File: src/rtl/mcpu_main_ctrl.sv
// ---------------------------------------------------------------------------
// mcpu_main_ctrl
//   Main control FSM for the multicycle MIPS-subset datapath. It steps each
//   instruction through fetch, decode, execute, memory and write-back phases.
//   It sends a 3-bit branch code to the branch condition unit and loads the
//   branch PC only when that unit reports the branch as taken. It stalls on a
//   request/ready handshake with the shared instruction/data memory.
//
//   Memory handshake: mem_req_o is held high for every cycle of an access. The
//   access completes in the first cycle that has mem_req_o and mem_ready_i both
//   high. If mem_ready_i is high in the first request cycle, the access has no
//   wait states. mem_ready_i is ignored while mem_req_o is low.
//
// Ports
//   clk_i, rst_i               clock (rising edge), async active-low reset
//   opcode_i, funct_i, rt_i    instruction fields from the IR
//   br_enable_i                branch-taken flag from the branch condition unit
//   mem_ready_i                memory completes the current access this cycle
//   mem_req_o, mem_we_o        memory request and write select
//   iord_o                     memory address select (0 = PC, 1 = ALUOut)
//   ir_write_o, pc_write_o     IR and PC load enables
//   pc_src_o                   PC source (00 ALU, 01 ALUOut, 10 jump target)
//   alu_src_a_o, alu_src_b_o   ALU operand selects
//   alu_op_o                   ALU operation class
//   reg_write_o, reg_dst_o     register file write enable, destination select
//   mem_to_reg_o               write-back source select (0 = ALUOut, 1 = MDR)
//   branch_o                   branch code, captured in DECODE
//   illegal_o                  one-cycle pulse in DECODE for an unsupported opcode
//   state_o                    current state (debug)
//   retired_o                  count of completed instructions, wraps around
// ---------------------------------------------------------------------------
module mcpu_main_ctrl #(
  parameter int CNT_W = 32
) (
  input  logic             clk_i,
  input  logic             rst_i,
  input  logic [5:0]       opcode_i,
  input  logic [5:0]       funct_i,
  input  logic [4:0]       rt_i,
  input  logic             br_enable_i,
  input  logic             mem_ready_i,
  output logic             mem_req_o,
  output logic             mem_we_o,
  output logic             iord_o,
  output logic             ir_write_o,
  output logic             pc_write_o,
  output logic [1:0]       pc_src_o,
  output logic             alu_src_a_o,
  output logic [1:0]       alu_src_b_o,
  output logic [1:0]       alu_op_o,
  output logic             reg_write_o,
  output logic             reg_dst_o,
  output logic             mem_to_reg_o,
  output logic [2:0]       branch_o,
  output logic             illegal_o,
  output logic [3:0]       state_o,
  output logic [CNT_W-1:0] retired_o
);

  typedef enum logic [3:0] {
    S_INIT   = 4'd0,
    S_FETCH  = 4'd1,
    S_DECODE = 4'd2,
    S_MEMADR = 4'd3,
    S_MEMRD  = 4'd4,
    S_MEMWB  = 4'd5,
    S_MEMWR  = 4'd6,
    S_EXEC   = 4'd7,
    S_ALUWB  = 4'd8,
    S_ADDIEX = 4'd9,
    S_ADDIWB = 4'd10,
    S_BRANCH = 4'd11,
    S_JUMP   = 4'd12
  } state_t;

  state_t           state_q, state_d;
  logic [2:0]       branch_q;
  logic [CNT_W-1:0] retired_q;
  logic             retire;

  // Opcode decode results, used only in DECODE
  state_t     dec_next;
  logic [2:0] dec_code;
  logic       dec_illegal;

  // The ALU control unit decodes funct; this FSM does not use it
  logic unused_funct;
  assign unused_funct = ^funct_i;

  always_comb begin
    dec_next    = S_FETCH;
    dec_code    = 3'b000;
    dec_illegal = 1'b0;
    case (opcode_i)
      6'b000000: dec_next = S_EXEC;
      6'b100011,
      6'b101011: dec_next = S_MEMADR;
      6'b001000: dec_next = S_ADDIEX;
      6'b000100: begin dec_next = S_BRANCH; dec_code = 3'b000; end // beq
      6'b000101: begin dec_next = S_BRANCH; dec_code = 3'b001; end // bne
      6'b000110: begin dec_next = S_BRANCH; dec_code = 3'b100; end // blez
      6'b000111: begin dec_next = S_BRANCH; dec_code = 3'b010; end // bgtz
      6'b000001: begin
        // REGIMM: rt selects the comparison
        if (rt_i == 5'b00000) begin
          dec_next = S_BRANCH; dec_code = 3'b011;                  // bltz
        end else if (rt_i == 5'b00001) begin
          dec_next = S_BRANCH; dec_code = 3'b101;                  // bgez
        end else begin
          dec_illegal = 1'b1;
        end
      end
      6'b000010: dec_next = S_JUMP;
      default:   dec_illegal = 1'b1;
    endcase
  end

  always_ff @(posedge clk_i or negedge rst_i) begin
    if (!rst_i) begin
      state_q   <= S_INIT;
      branch_q  <= 3'b000;
      retired_q <= '0;
    end else begin
      state_q <= state_d;
      if (state_q == S_DECODE) branch_q <= dec_code;
      if (retire) retired_q <= retired_q + {{(CNT_W-1){1'b0}}, 1'b1};
    end
  end

  always_comb begin
    state_d      = S_INIT;
    retire       = 1'b0;
    mem_req_o    = 1'b0;
    mem_we_o     = 1'b0;
    iord_o       = 1'b0;
    ir_write_o   = 1'b0;
    pc_write_o   = 1'b0;
    pc_src_o     = 2'b00;
    alu_src_a_o  = 1'b0;
    alu_src_b_o  = 2'b00;
    alu_op_o     = 2'b00;
    reg_write_o  = 1'b0;
    reg_dst_o    = 1'b0;
    mem_to_reg_o = 1'b0;
    illegal_o    = 1'b0;
    case (state_q)
      S_INIT: state_d = S_FETCH;
      S_FETCH: begin
        mem_req_o   = 1'b1;
        alu_src_b_o = 2'b01;
        ir_write_o  = mem_ready_i;
        pc_write_o  = mem_ready_i;
        state_d     = mem_ready_i ? S_DECODE : S_FETCH;
      end
      S_DECODE: begin
        // Compute the branch target early so it sits in ALUOut for BRANCH
        alu_src_b_o = 2'b11;
        illegal_o   = dec_illegal;
        state_d     = dec_next;
      end
      S_MEMADR: begin
        alu_src_a_o = 1'b1;
        alu_src_b_o = 2'b10;
        state_d     = opcode_i[3] ? S_MEMWR : S_MEMRD; // sw has bit 3 set
      end
      S_MEMRD: begin
        mem_req_o = 1'b1;
        iord_o    = 1'b1;
        state_d   = mem_ready_i ? S_MEMWB : S_MEMRD;
      end
      S_MEMWB: begin
        reg_write_o  = 1'b1;
        mem_to_reg_o = 1'b1;
        retire       = 1'b1;
        state_d      = S_FETCH;
      end
      S_MEMWR: begin
        mem_req_o = 1'b1;
        mem_we_o  = 1'b1;
        iord_o    = 1'b1;
        retire    = mem_ready_i;
        state_d   = mem_ready_i ? S_FETCH : S_MEMWR;
      end
      S_EXEC: begin
        alu_src_a_o = 1'b1;
        alu_op_o    = 2'b10;
        state_d     = S_ALUWB;
      end
      S_ALUWB: begin
        reg_write_o = 1'b1;
        reg_dst_o   = 1'b1;
        retire      = 1'b1;
        state_d     = S_FETCH;
      end
      S_ADDIEX: begin
        alu_src_a_o = 1'b1;
        alu_src_b_o = 2'b10;
        state_d     = S_ADDIWB;
      end
      S_ADDIWB: begin
        reg_write_o = 1'b1;
        retire      = 1'b1;
        state_d     = S_FETCH;
      end
      S_BRANCH: begin
        alu_src_a_o = 1'b1;
        alu_op_o    = 2'b01;
        pc_src_o    = 2'b01;
        pc_write_o  = br_enable_i;
        retire      = 1'b1;
        state_d     = S_FETCH;
      end
      S_JUMP: begin
        pc_src_o   = 2'b10;
        pc_write_o = 1'b1;
        retire     = 1'b1;
        state_d    = S_FETCH;
      end
      default: state_d = S_INIT; // encodings 13-15 recover through INIT
    endcase
  end

  assign state_o   = state_q;
  assign branch_o  = branch_q;
  assign retired_o = retired_q;

endmodule

File: config.mk
export PLATFORM = sky130hd
export DESIGN_NAME = mcpu_main_ctrl
export DESIGN_NICKNAME = d
export VERILOG_FILES = /design/src/rtl/mcpu_main_ctrl.sv
export SDC_FILE = /design/constraint.sdc
export NUM_CORES = 1
export LEC_CHECK = 0
export CAP_MARGIN = 30
export CORE_MARGIN = 2
export CORE_UTILIZATION = 49
export DETAILED_ROUTE_END_ITERATION = 16
export PLACE_DENSITY = 0.86
export SLEW_MARGIN = 20
export SYNTH_ARGS = -nofsm -noshare
export SYNTH_HDL_FRONTEND = slang
export SYNTH_SLANG_ARGS = --single-unit
File: constraint.sdc
create_clock -name clk_i -period 2.8 [get_ports clk_i]
set_input_delay 0.28 -clock clk_i [delete_from_list [all_inputs] [get_ports clk_i]]
set_output_delay 0.28 -clock clk_i [all_outputs]
set_load 0.05 [all_outputs]
# Word level (Yosys, flattened, before mapping)
# Index checks and enable logic that the tools add are counted.
# word_totals
elab_cells	67
output_inout_bits	55
regBits	39
inputBits	21
# op_classes
mux	28
eq_ne	22
n_addsub	1
n_reduce_logical	13
# ops
op	n
adder 32 x 1 -> 32 bit (second input constant)	1
one-hot mux 4 bit (8 select lines)	1
== test 6 x 3 -> 1 bit (second input constant)	4
one-hot mux 4 bit (6 select lines)	1
== test 4 bit (second input constant)	5
== test 4 x 3 -> 1 bit (second input constant)	4
== test 6 bit (second input constant)	2
two-way mux 1 bit	12
one-hot mux 3 bit (4 select lines)	1
two-way mux 3 bit	3
OR reduction 9 bit	1
== test 4 x 2 -> 1 bit (second input constant)	2
two-way mux 4 bit	2
one-hot mux 2 bit (2 select lines)	2
OR reduction 4 bit	2
== test 6 x 1 -> 1 bit (second input constant)	1
== test 6 x 2 -> 1 bit (second input constant)	1
== test 6 x 4 -> 1 bit (second input constant)	1
logical NOT 6 bit	1
one-hot mux 2 bit (3 select lines)	1
OR reduction 2 bit	3
OR reduction 3 bit	2
OR reduction 6 bit	1
== test 5 x 1 -> 1 bit (second input constant)	1
other kinds (7)	9

# Longest topological paths before layout
# Gate-level depths: netlist of the first run.
# depth
ltp_word	5
depth_mapped	6
mapped_depth_nobuf	4

# Least setup slack after synthesis of the first run
# OpenSTA, ideal clock, no wires.
# synth_timing
kind	reg2out
startpoint	register state_q[3] (netlist: state_o[3])
endpoint	output pc_write_o
path_buffers	2
slack_ns	-0.336
path_stages_with_launch	6
arrival_time_ns	2.856
t_required_ns	2.520
cell_sequence	dfrtp_1 buf_6 clkbuf_1 nand2_1 nor3_1 o21bai_1
# synth_via
elab_chain_len	2
elab_cells_between_ends	4
cone_classes	eq/ne (3); mux (1)
# synth_lines
item	line	text
start, declared	76	state_t state_q, state_d;
start signal, assigned	124	state_q <= state_d;
== test 4 bit or == test 4 x 1 -> 1 bit (tied branches)	146	case (state_q)
one-hot mux 1 bit (3 select lines) (*)	146	
end, declared	46	output logic pc_write_o,
# Mark *: on every way between the ends. The rest lies on a longest branch, timed or not.

# Worst setup path in the final report of the first run
# layout_timing
startpoint	register state_q[1] (netlist: state_o[1])
endpoint	output reg_write_o
# layout_via
elab_chain_len	3
elab_cells_between_ends	5
cone_classes	eq/ne (3); mux (1); reduce/logical (1)
# layout_lines
item	line	text
== test 4 bit or == test 4 x 3 -> 1 bit (tied branches)	146	
OR reduction 3 bit (no line) (*)	n/a	
two-way mux 1 bit (*)	146	
end, declared	51	output logic reg_write_o,
# Marked as above.

==> impl_results.md, run 1 <==
* Status: complete, no violations
* Initial antenna violation count at 0
* Slew Limit Fails at 0
* Synth Area in Simple Gates at 0.220
* R2R cell count at 4
* Period utilization at 0.933
* Setup WS pre-CTS at 488 ps
* Layout fillers at 380
* Reg2reg setup slack at 650 ps
* Final Core Density at 0.693
* Drt first pass iters at 4
* Pleak at 1.21 nW
* Count of nets left with antenna violations after detail routing at 0
* Initial DRC Count at 145
* # diodes at 0
* Final setup vio count at 0
* Max_slew headroom at 0.591
* Slowest stage delay, CP at 820 ps
* CTS tree: yes
* Post-synthesis cell type count at 55
* First-pass GRT wire length at 9.55 mm
* Number of global-route vias before repair at 2,001
* Layout cells sized above 1 at 0.0728
* Crit path launch type: flip-flop
* Number of port buffers at 69
* Main combinational cell family by area after synthesis: simple AND/OR/NAND/NOR gates
* Dominant synthesized flop cell: dfrtp_1
* Final #Nets at 338
* Max Clk Rate at around 380 MHz
* Worst endpoint required time at 2520 ps
* Top-count cell post-synth: dfrtp_1
* Slowest CP cell: clkdlybuf4s50_1
* CP cell instances: and4bb_2, o21bai_1, clkdlybuf4s50_1
* Synth area leader: dfrtp_1
* GRT overflow at 0
* Critical R2R Capture: retired_o[1]
* Post-synthesis register bit count at 39
* Mapped Area at 2460 sq um
* RSZ-0062 raised after global routing: false
* Seq/Total Area, Yosys at 0.397
* Via Count at between 2,000 and 2,500
* Core area at 4790 sq um
* Crit path DAT at 2330 ps
* Critical Path Stages at 3
* CTS buffer count at 5
* Clock skew at 7.12 ps
* Minimum clock period at approximately 2600 ps
* Placed Instances at 374
* Post-synth top cells: dfrtp_1 (39), xnor2_1 (20), nor2_1 (17)
* Post-Syn Nets at 274
* Mean Syn Cell Area at 9.75 sq um
* Setup TNS at 0 ps
* Area grow syn2layout at 34.9%
* Die width at 74.8 um
* HPWL after DPL at 4.11 mm
* Die area at approximately 5600 sq um
* Gpl congestion at between 0.8 and 0.9
* Worst setup EP type: primary output
* Yosys warnings at 0
* Cell Rows at 25
* IO Count at 76
* Post-synth top area share at 0.397
* Post-CTS setup buffers at 0
* Die height at 74.8 um
* Max cap viols at 0
* Critical Setup Path Class: reg2out
* Adder-Cell Fraction of Synth Area at 0.00509
* Final Hold Vio Count at 0
* Drt wl/cell at approximately 15 um
* Maximum vdd drop at ~830 uV
* Clock sink count at 39
* Ys async rst share at 1.00
* Initial Utilization at 0.513
* Worst slew pin tran at 609 ps
* Synth Area in Compound Gates at 0.213
* WHS at 354 ps
* Clock transition at path regs at about 70 ps
* Largest cells by area after synthesis: dfrtp_1 (40%), xnor2_1 (7.1%), xor2_1 (4.3%), o2111ai_1 (3.6%), nor2_1 (2.6%)
* Mapped Cells at 252
* Proportion of synthesized area in mux cells at 0.00866
* Number of flops mapped to enable cells by yosys at 0
* Highest fanout seen on the critical path at 20
* H-tree depth at 2
* Post-Synth XOR/XNOR Area at 0.114
* Final worst slack at 186 ps
* Clock Path Buffers at 2
* Power density over cell area at about 800 nW/um^2
* Critical R2R Launch: state_o[1]
* Layout Cells excl Fill at approximately 380
* Total Wirelength at 5.76 mm
* Largest net degree at the start of global routing at 40
* Worst Hold Class: in2async
* # DRC at 0
* Clock root buffer: clkbuf_8
* Vias/cell at 5.82
* Clk_lat worst skew at 290 ps
* Crit path launch: state_o[1]
* Gates resized, CTS repair at 0
* Gr usage total at 0.220
* Crit path max-delay family: buffers and inverters
* WP buf/inv at 1
## where the power goes
group | internal, W | switching, W
registers | 0.000639 | 0.000161
clock network | 0.000261 | 0.000185
logic | 0.000471 | 0.000896
## layout make-up
class	instances	area, sq um	share of cell area
clock buffers	6	72.6	0.0219
repair buffers	74	748	0.226
inverters	5	18.8	0.00566
multi-input cells	191	1390	0.418
flip-flops and latches	39	976	0.294
well taps	67	83.8	0.0253
clock inverters	1	30.0	0.00906
## metrics by stage
step / total power, W / area [sq um]
floorplan: 0.00176 / 2460
global placement: 0.00216 / 3180
detailed placement: 0.00217 / 3180
CTS: 0.00262 / 3280
global route: 0.00275 / 3310
finish: 0.00261 / 3310
## cell usage in the layout (no fill, tap or decap), types with 6 or more instances in the layout
| cell type | instances |
|---|---|
| clkdlybuf4s50_1 | 67 |
| dfrtp_1 | 39 |
| xnor2_1 | 20 |
| nor2_1 | 17 |
| nand2_1 | 16 |
| xor2_1 | 12 |
| o2111ai_1 | 10 |
| nand3_1 | 9 |
| and3_1 | 6 |
| nor3_1 | 6 |
| nand4_1 | 6 |
| and4_1 | 6 |
| o211ai_1 | 6 |
## layer usage
metal,up-vias,wire (um),track usage
li1,1070,-,-
met1,1085,2630,0.306
met2,65,2790,0.342
met3,8,265,0.0482
met4,0,76,0.0754
met5,-,0,0
## sequential cells by signal, indices dropped and copies added (netlist names)
signal / flops
state_o: 4
retired_o: 32
branch_o: 3
## worst max path at each step
stage	endpoint	slack, ps
global route	alu_src_b_o[1]	60
detailed placement	reg_write_o	490
CTS	reg_write_o	170
finish	reg_write_o	190
global placement	pc_write_o	510
floorplan	alu_src_b_o[0]	60
## kinds of logic (layout without fill, tap and decap cells)
logic type | after synthesis | in the layout
adders and majority gates | 1 | 1
xor gates and xnor gates | 32 | 32
and+or+nand+nor | 92 | 92
AOI/OAI and AO/OA | 64 | 64
DFF | 39 | 39
muxes | 2 | 2
buffers and inverters | 22 | 86
## what timing repair did
item	CTS	global route
endpoints found under the hold margin	0	5
setup endpoints to repair	0	0
hold buffers	0	1
Note: power is estimated with default switching activity, not from simulation.
==> run 2: changes to the inputs <==
--- a/config.mk
+++ b/config.mk
@@ -5,11 +5,11 @@
 export SDC_FILE = /design/constraint.sdc
 export NUM_CORES = 1
 export LEC_CHECK = 0
-export CAP_MARGIN = 30
 export CORE_MARGIN = 2
-export CORE_UTILIZATION = 49
+export CORE_UTILIZATION = 42
+export CTS_BUF_LIST = sky130_fd_sc_hd__clkbuf_16
 export DETAILED_ROUTE_END_ITERATION = 16
-export PLACE_DENSITY = 0.86
+export PLACE_DENSITY = 0.79
 export SLEW_MARGIN = 20
 export SYNTH_ARGS = -nofsm -noshare
 export SYNTH_HDL_FRONTEND = slang
==> constraint.sdc (replaced) <==
create_clock -name clk_i -period 2.4 [get_ports clk_i]
set_input_delay 0.24 -clock clk_i [delete_from_list [all_inputs] [get_ports clk_i]]
set_output_delay 0.24 -clock clk_i [all_outputs]
set_load 0.05 [all_outputs]
==> impl_results.md, run 2 (synthesized netlist as in run 1, its figures left out) <==
* Status: complete, no violations
* Hold_buf cts at 0 (unchanged)
* Clock Path Buffers at 2 (unchanged)
* Area grow syn2layout at 37.8%
* Via Count at 2,188 (-1.8%)
* Core area at 5570 sq um (+16%)
* Vias/cell at 5.58 (-4.1%)
* RSZ-0062 raised after global routing: false
* Pleak at 1.28 nW (+6.0%)
* CTS buffer count at 5 (unchanged)
* Worst Hold Class: in2async
* Clock transition at path regs at 60 ps (about the same)
* Crit path launch: state_o[2]
* Gr usage total at 0.192 (-0.0274)
* First-pass GRT wire length at 9.89 mm (+3.5%)
* Setup TNS at 0 ps (unchanged)
* Final setup vio count at 0 (unchanged)
* Layout cells sized above 1 at 0.144 (+0.0710)
* Clock root buffer: clkbuf_16
* Crit path launch type: flip-flop
* Gates resized, CTS repair at 0 (unchanged)
* Final #Nets at 342 (+1.2%)
* Drt first pass iters at 4 (unchanged)
* Power density over cell area at 976 nW/um^2 (+24%)
* Total Wirelength at 5.94 mm (+3.1%)
* HPWL after DPL at 4.35 mm (+6.0%)
* Drt wl/cell at 15.2 um (+0.72%)
* CP cell instances: nand2_1, nand2_1, nor2_1, clkdlybuf4s50_1
* Period utilization at 0.941
* Crit path DAT at 2020 ps (-310 ps)
* Die width at 80.5 um (+7.6%)
* IO Count at 76 (unchanged)
* Worst endpoint required time at 2160 ps (-360 ps)
* Minimum clock period at 2260 ps
* Initial DRC Count at 142 (-2.1%)
* Clock sink count at 39 (unchanged)
* Number of global-route vias before repair at 2,079 (+3.9%)
* Clock skew at 5.99 ps (-1.13 ps)
* Max_slew headroom at 0.428 (-0.163)
* Die height at 80.5 um (+7.6%)
* Most frequent cells in the layout: clkdlybuf4s50_1 (53), dfrtp_1 (39), buf_4 (22)
* Leading cell type in the layout, fill and taps excluded: clkdlybuf4s50_1
* Top cell by count, worst path: nand2_1
* # diodes at 0 (unchanged)
* Maximum vdd drop at 588 uV (-29%)
* Layout Cells excl Fill at 392 (+2.3%)
* Post-CTS setup buffers at 0 (unchanged)
* H-tree depth at 2 (unchanged)
* Slowest stage delay, CP at 810 ps (about the same)
* Cell Rows at 27 (+8.0%)
* Number of port buffers at 69 (unchanged)
* Largest net degree at the start of global routing at 40 (unchanged)
* CTS tree: yes
* Highest fanout seen on the critical path at 14 (-30%)
* Critical R2R Launch: state_o[3]
* Initial Utilization at 0.441 (-0.0726)
* Max Clk Rate at around 440 MHz
* Critical Setup Path Class: reg2out
* Worst slew pin tran at 858 ps (+249 ps)
* GRT overflow at 0 (unchanged)
* Max reg flops at 32 (unchanged)
* Final Hold Vio Count at 0 (unchanged)
* Clk_lat worst skew at 280 ps (about the same)
* WP buf/inv at 1 (unchanged)
* Die area at 6480 sq um (+16%)
* Initial antenna violation count at 0 (unchanged)
* Count of nets left with antenna violations after detail routing at 0 (unchanged)
* # DRC at 0 (unchanged)
* Slew Limit Fails at 0 (unchanged)
* Gpl congestion at 0.830 (+1.2%)
* Crit path max-delay family: buffers and inverters
* Placed Instances at 385 (+2.9%)
* Worst setup EP type: primary output
* Slowest CP cell: clkdlybuf4s50_1
* Max cap viols at 0 (unchanged)
* Final Core Density at 0.608 (-0.0849)
-- run 2: cell types whose count changed in the layout (fill, tap and decap cells not counted), sizes merged --
cell and change:
clkbuf -1, clkinvlp +1, dlygate4sd3 -1, clkdlybuf4s50 -14, buf +19
-- run 2: layout make-up --
type,count,area [sq um]
Clock buffer,5,125
Clock inverter,2,37.5
Fill cell,479,2190
Inverter,5,18.8
Multi-Input combinational cell,191,1400
Sequential cell,39,976
Tap cell,72,90.1
Timing Repair Buffer,78,741
-- run 2: per-layer routing --
metal / part of all wire / GRT usage
met5: 0 / 0
met4: 0.0061 / 0.0390
met3: 0.036 / 0.0360
met2: 0.49 / 0.306
met1: 0.47 / 0.274
-- run 2: worst register-to-register path, delay by kind of cell, from the launching register on --
| family | cells | cell delay [ps] |
|---|---|---|
| flip-flops | 1 | 610 |
| multiplexers | 1 | 340 |
| AND/OR/NAND/NOR | 3 | 970 |
-- run 2: power by group --
group	total [W]	switching, W	internal, W
clock network	0.000729	0.000245	0.000484
registers	0.000916	0.000169	0.000747
logic	0.00166	0.00109	0.000572
-- run 2: worst paths after layout --
path	to	slack (ps)	depth (start not counted)
max	alu_src_a_o	140	4
min in group clk_i	retired_o[31]	470	1
min	retired_o[26]	70	1
min reg2reg	retired_o[31]	470	1
max reg2reg	retired_o[1]	370	4
max in group asynchronous	retired_o[15]	1790	1
-- run 2: per-stage QoR --
step | hold WS [ps] | power [W] | setup slack, ps | area (sq um)
2_1_floorplan | -55.6 | 0.00206 | -254 | 2480
3_3_place_gp | 398 | 0.00257 | 370 | 3220
3_5_place_dp | 405 | 0.00259 | 329 | 3220
4_1_cts | 111 | 0.00333 | 132 | 3390
5_1_grt | 151 | 0.00348 | 57.8 | 3390
6_report | 72.6 | 0.00331 | 142 | 3390
==> run 3: changes to the inputs <==
--- a/config.mk
+++ b/config.mk
@@ -9,7 +9,7 @@
 export CORE_UTILIZATION = 42
 export CTS_BUF_LIST = sky130_fd_sc_hd__clkbuf_16
 export DETAILED_ROUTE_END_ITERATION = 16
-export PLACE_DENSITY = 0.79
+export PLACE_DENSITY = 0.87
 export SLEW_MARGIN = 20
 export SYNTH_ARGS = -nofsm -noshare
 export SYNTH_HDL_FRONTEND = slang
==> impl_results.md, run 3 (synthesized netlist as in run 1, its figures left out) <==
* Initial antenna violation count at 0 (unchanged)
* Slowest stage delay, CP at 830 ps (+20 ps)
* Clock skew at 4.18 ps (-1.82 ps)
* Met2 GRT Util at 0.338 (+0.0317)
* Final #Nets at 342 (unchanged)
* Pleak at 1.28 nW (+0.31%)
* Max cap viols at 0 (unchanged)
* Placed Instances at 385 (unchanged)
* Cell Rows at 27 (unchanged)
* Number of port buffers at 69 (unchanged)
* Power density over cell area at 979 nW/um^2 (+0.32%)
* Final Hold Vio Count at 0 (unchanged)
* Critical R2R Capture: retired_o[26]
* Period utilization at 0.944 (+0.00304)
* Clock sink count at 39 (unchanged)
* GRT overflow at 0 (unchanged)
* Status: complete, no violations
* Comb pwr share at 0.505 (+0.003)
* # DRC at 0 (unchanged)
* Top Usage Layer GRT: met2
* Final worst slack at 134 ps (-7.29 ps)
* Drt first pass iters at 4 (unchanged)
* Drt wl/cell at 16.0 um (+5.3%)
* Clk_lat worst skew at 280 ps (about the same)
* Crit path DAT at 2030 ps (about the same)
* Max_slew headroom at 0.420 (-0.00839)
* Most frequent cells in the layout: clkdlybuf4s50_1 (54), dfrtp_1 (39), buf_4 (21)
* Area grow syn2layout at 38.0%
* HPWL after DPL at 4.45 mm (+2.4%)
* Critical R2R Launch: state_o[0]
* Flop pwr share at 0.273 (-0.004)
* Die width at 80.5 um (unchanged)
* Crit path launch type: flip-flop
* Total power draw at 0.00332 W (+0.43%)
* Final setup vio count at 0 (unchanged)
* CP cell instances: buf_4, nor3_2, clkdlybuf4s50_1
* Sw Pwr at 0.00152 W (+1.0%)
* Post-CTS setup buffers at 0 (unchanged)
* Met3 Use GR at 0.0517 (+0.0157)
* Core area at 5570 sq um (unchanged)
* Leading cell type in the layout, fill and taps excluded: clkdlybuf4s50_1
* Layout fillers at 467 (-2.5%)
* Maximum vdd drop at 832 uV (+42%)
* Placed cell area at 3230 sq um (about the same)
* Largest net degree at the start of global routing at 40 (unchanged)
* Highest fanout seen on the critical path at 12 (-2)
* # diodes at 0 (unchanged)
* RSZ-0062 raised after global routing: false
* IO Count at 76 (unchanged)
* Gr usage total at 0.205 (+0.0125)
* Internal at 0.00180 W (about the same)
* Gpl congestion at 0.874 (+5.3%)
* Slowest CP cell: clkdlybuf4s50_1
* Number of global-route vias before repair at 2,226 (+7.1%)
* Reg2reg setup slack at 330 ps (-40 ps)
* Minimum clock period at 2270 ps (+7.29 ps)
* Worst setup EP type: primary output
* Met1 usage at 0.272 (-0.00181)
* Vias/cell at 5.77 (+3.3%)
* Hold_buf cts at 0 (unchanged)
* Worst Hold Class: in2async
* CTS tree: yes
* Total Wirelength at 6.27 mm (+5.6%)
* First-pass GRT wire length at 10.5 mm (+6.3%)
* Worst endpoint required time at 2160 ps (about the same)
* Setup WS pre-CTS at 331 ps (+2.45 ps)
* Slew Limit Fails at 0 (unchanged)
* Clock root buffer: clkbuf_16
* Layout cells sized above 1 at 0.140 (-0.00356)
* R2R cell count at 4 (unchanged)
* Worst slew pin tran at 870 ps (+12.6 ps)
* Layout Cells excl Fill at 393 (+0.26%)
* Clock Path Buffers at 2 (unchanged)
* H-tree depth at 2 (unchanged)
* Fin area at 3390 sq um (+0.11%)
* Die area at 6480 sq um (unchanged)
* Clock group share of total power at 0.222 (about the same)
* Switching share of power at 0.458 (+0.00281)
* CTS buffer count at 5 (unchanged)
* Initial DRC Count at 205 (+44%)
* Initial Utilization at 0.441 (unchanged)
* Die height at 80.5 um (unchanged)
* Critical Setup Path Class: reg2out
* Via Count at 2,266 (+3.6%)
* Count of nets left with antenna violations after detail routing at 0 (unchanged)
* Max Clk Rate at 441 MHz (-0.32%)
* Clock transition at path regs at 50 ps (about the same)
* Gates resized, CTS repair at 0 (unchanged)
* Max reg flops at 32 (unchanged)
-- run 3: changes by cell type in the layout (fill, tap and decap cells not counted) --
cell / delta
clkinv_1: +1
clkdlybuf4s50_1: +1
clkinvlp_4: -1
clkinv_2: +1
buf_4: -1
-- run 3: area by class of cell --
cell class              count  area [sq um]  area share
well taps                  72          90.1      0.0266
clock inverters             3          38.8      0.0114
clock buffers               5           125      0.0369
repair buffers             78           743       0.219
flip-flops and latches     39           976       0.288
inverters                   5          18.8     0.00554
multi-input cells         191          1400       0.413
-- run 3: layer usage --
layer,vias to the layer above,wire (um)
met4,0,82
met3,8,219
li1,1083,-
met1,1114,2790
met2,61,3180
met5,-,0
-- run 3: power by group through the flow --
stage | combinational, W | sequential (W) | clock [W]
after detailed placement | 0.00167 | 0.000916 | 0
after global placement | 0.00165 | 0.000909 | 0
after floorplan | 0.000912 | 0.00115 | 0
after CTS | 0.00168 | 0.000906 | 0.000757
after global routing | 0.00178 | 0.000924 | 0.000784
final | 0.00168 | 0.000907 | 0.000736
-- run 3: how the worst max path moves through the flow --
| stage | to | start | cells past startpoint | slack, ps |
|---|---|---|---|---|
| finish | pc_src_o[1] | state_o[1] | 3 | 130 |
| global route | pc_src_o[1] | state_o[3] | 3 | 50 |
| CTS | pc_src_o[1] | state_o[1] | 3 | 120 |
| detailed placement | retired_o[25] | mem_ready_i | 5 | 330 |
| global placement | retired_o[29] | mem_ready_i | 5 | 380 |
| floorplan | pc_write_o | state_o[3] | 5 | -250 |
-- run 3: worst max-delay path, delay by kind of cell, from the launching register on --
family                 cells  cell delay [ps]
buffers and inverters      2             1070
flip-flops                 1              500
AND/OR/NAND/NOR            1              180
-- run 3: stage by stage --
| stage | hold WS, ps | util | TNS [ps] |
|---|---|---|---|
| after CTS | 110 | 0.608 | 0 |
| after global placement | 396 | 0.579 | 0 |
| final | 74.4 | 0.608 | 0 |
| after global routing | 156 | 0.608 | 0 |
| after floorplan | -55.6 | - | -504 |
| after detailed placement | 412 | 0.579 | 0 |
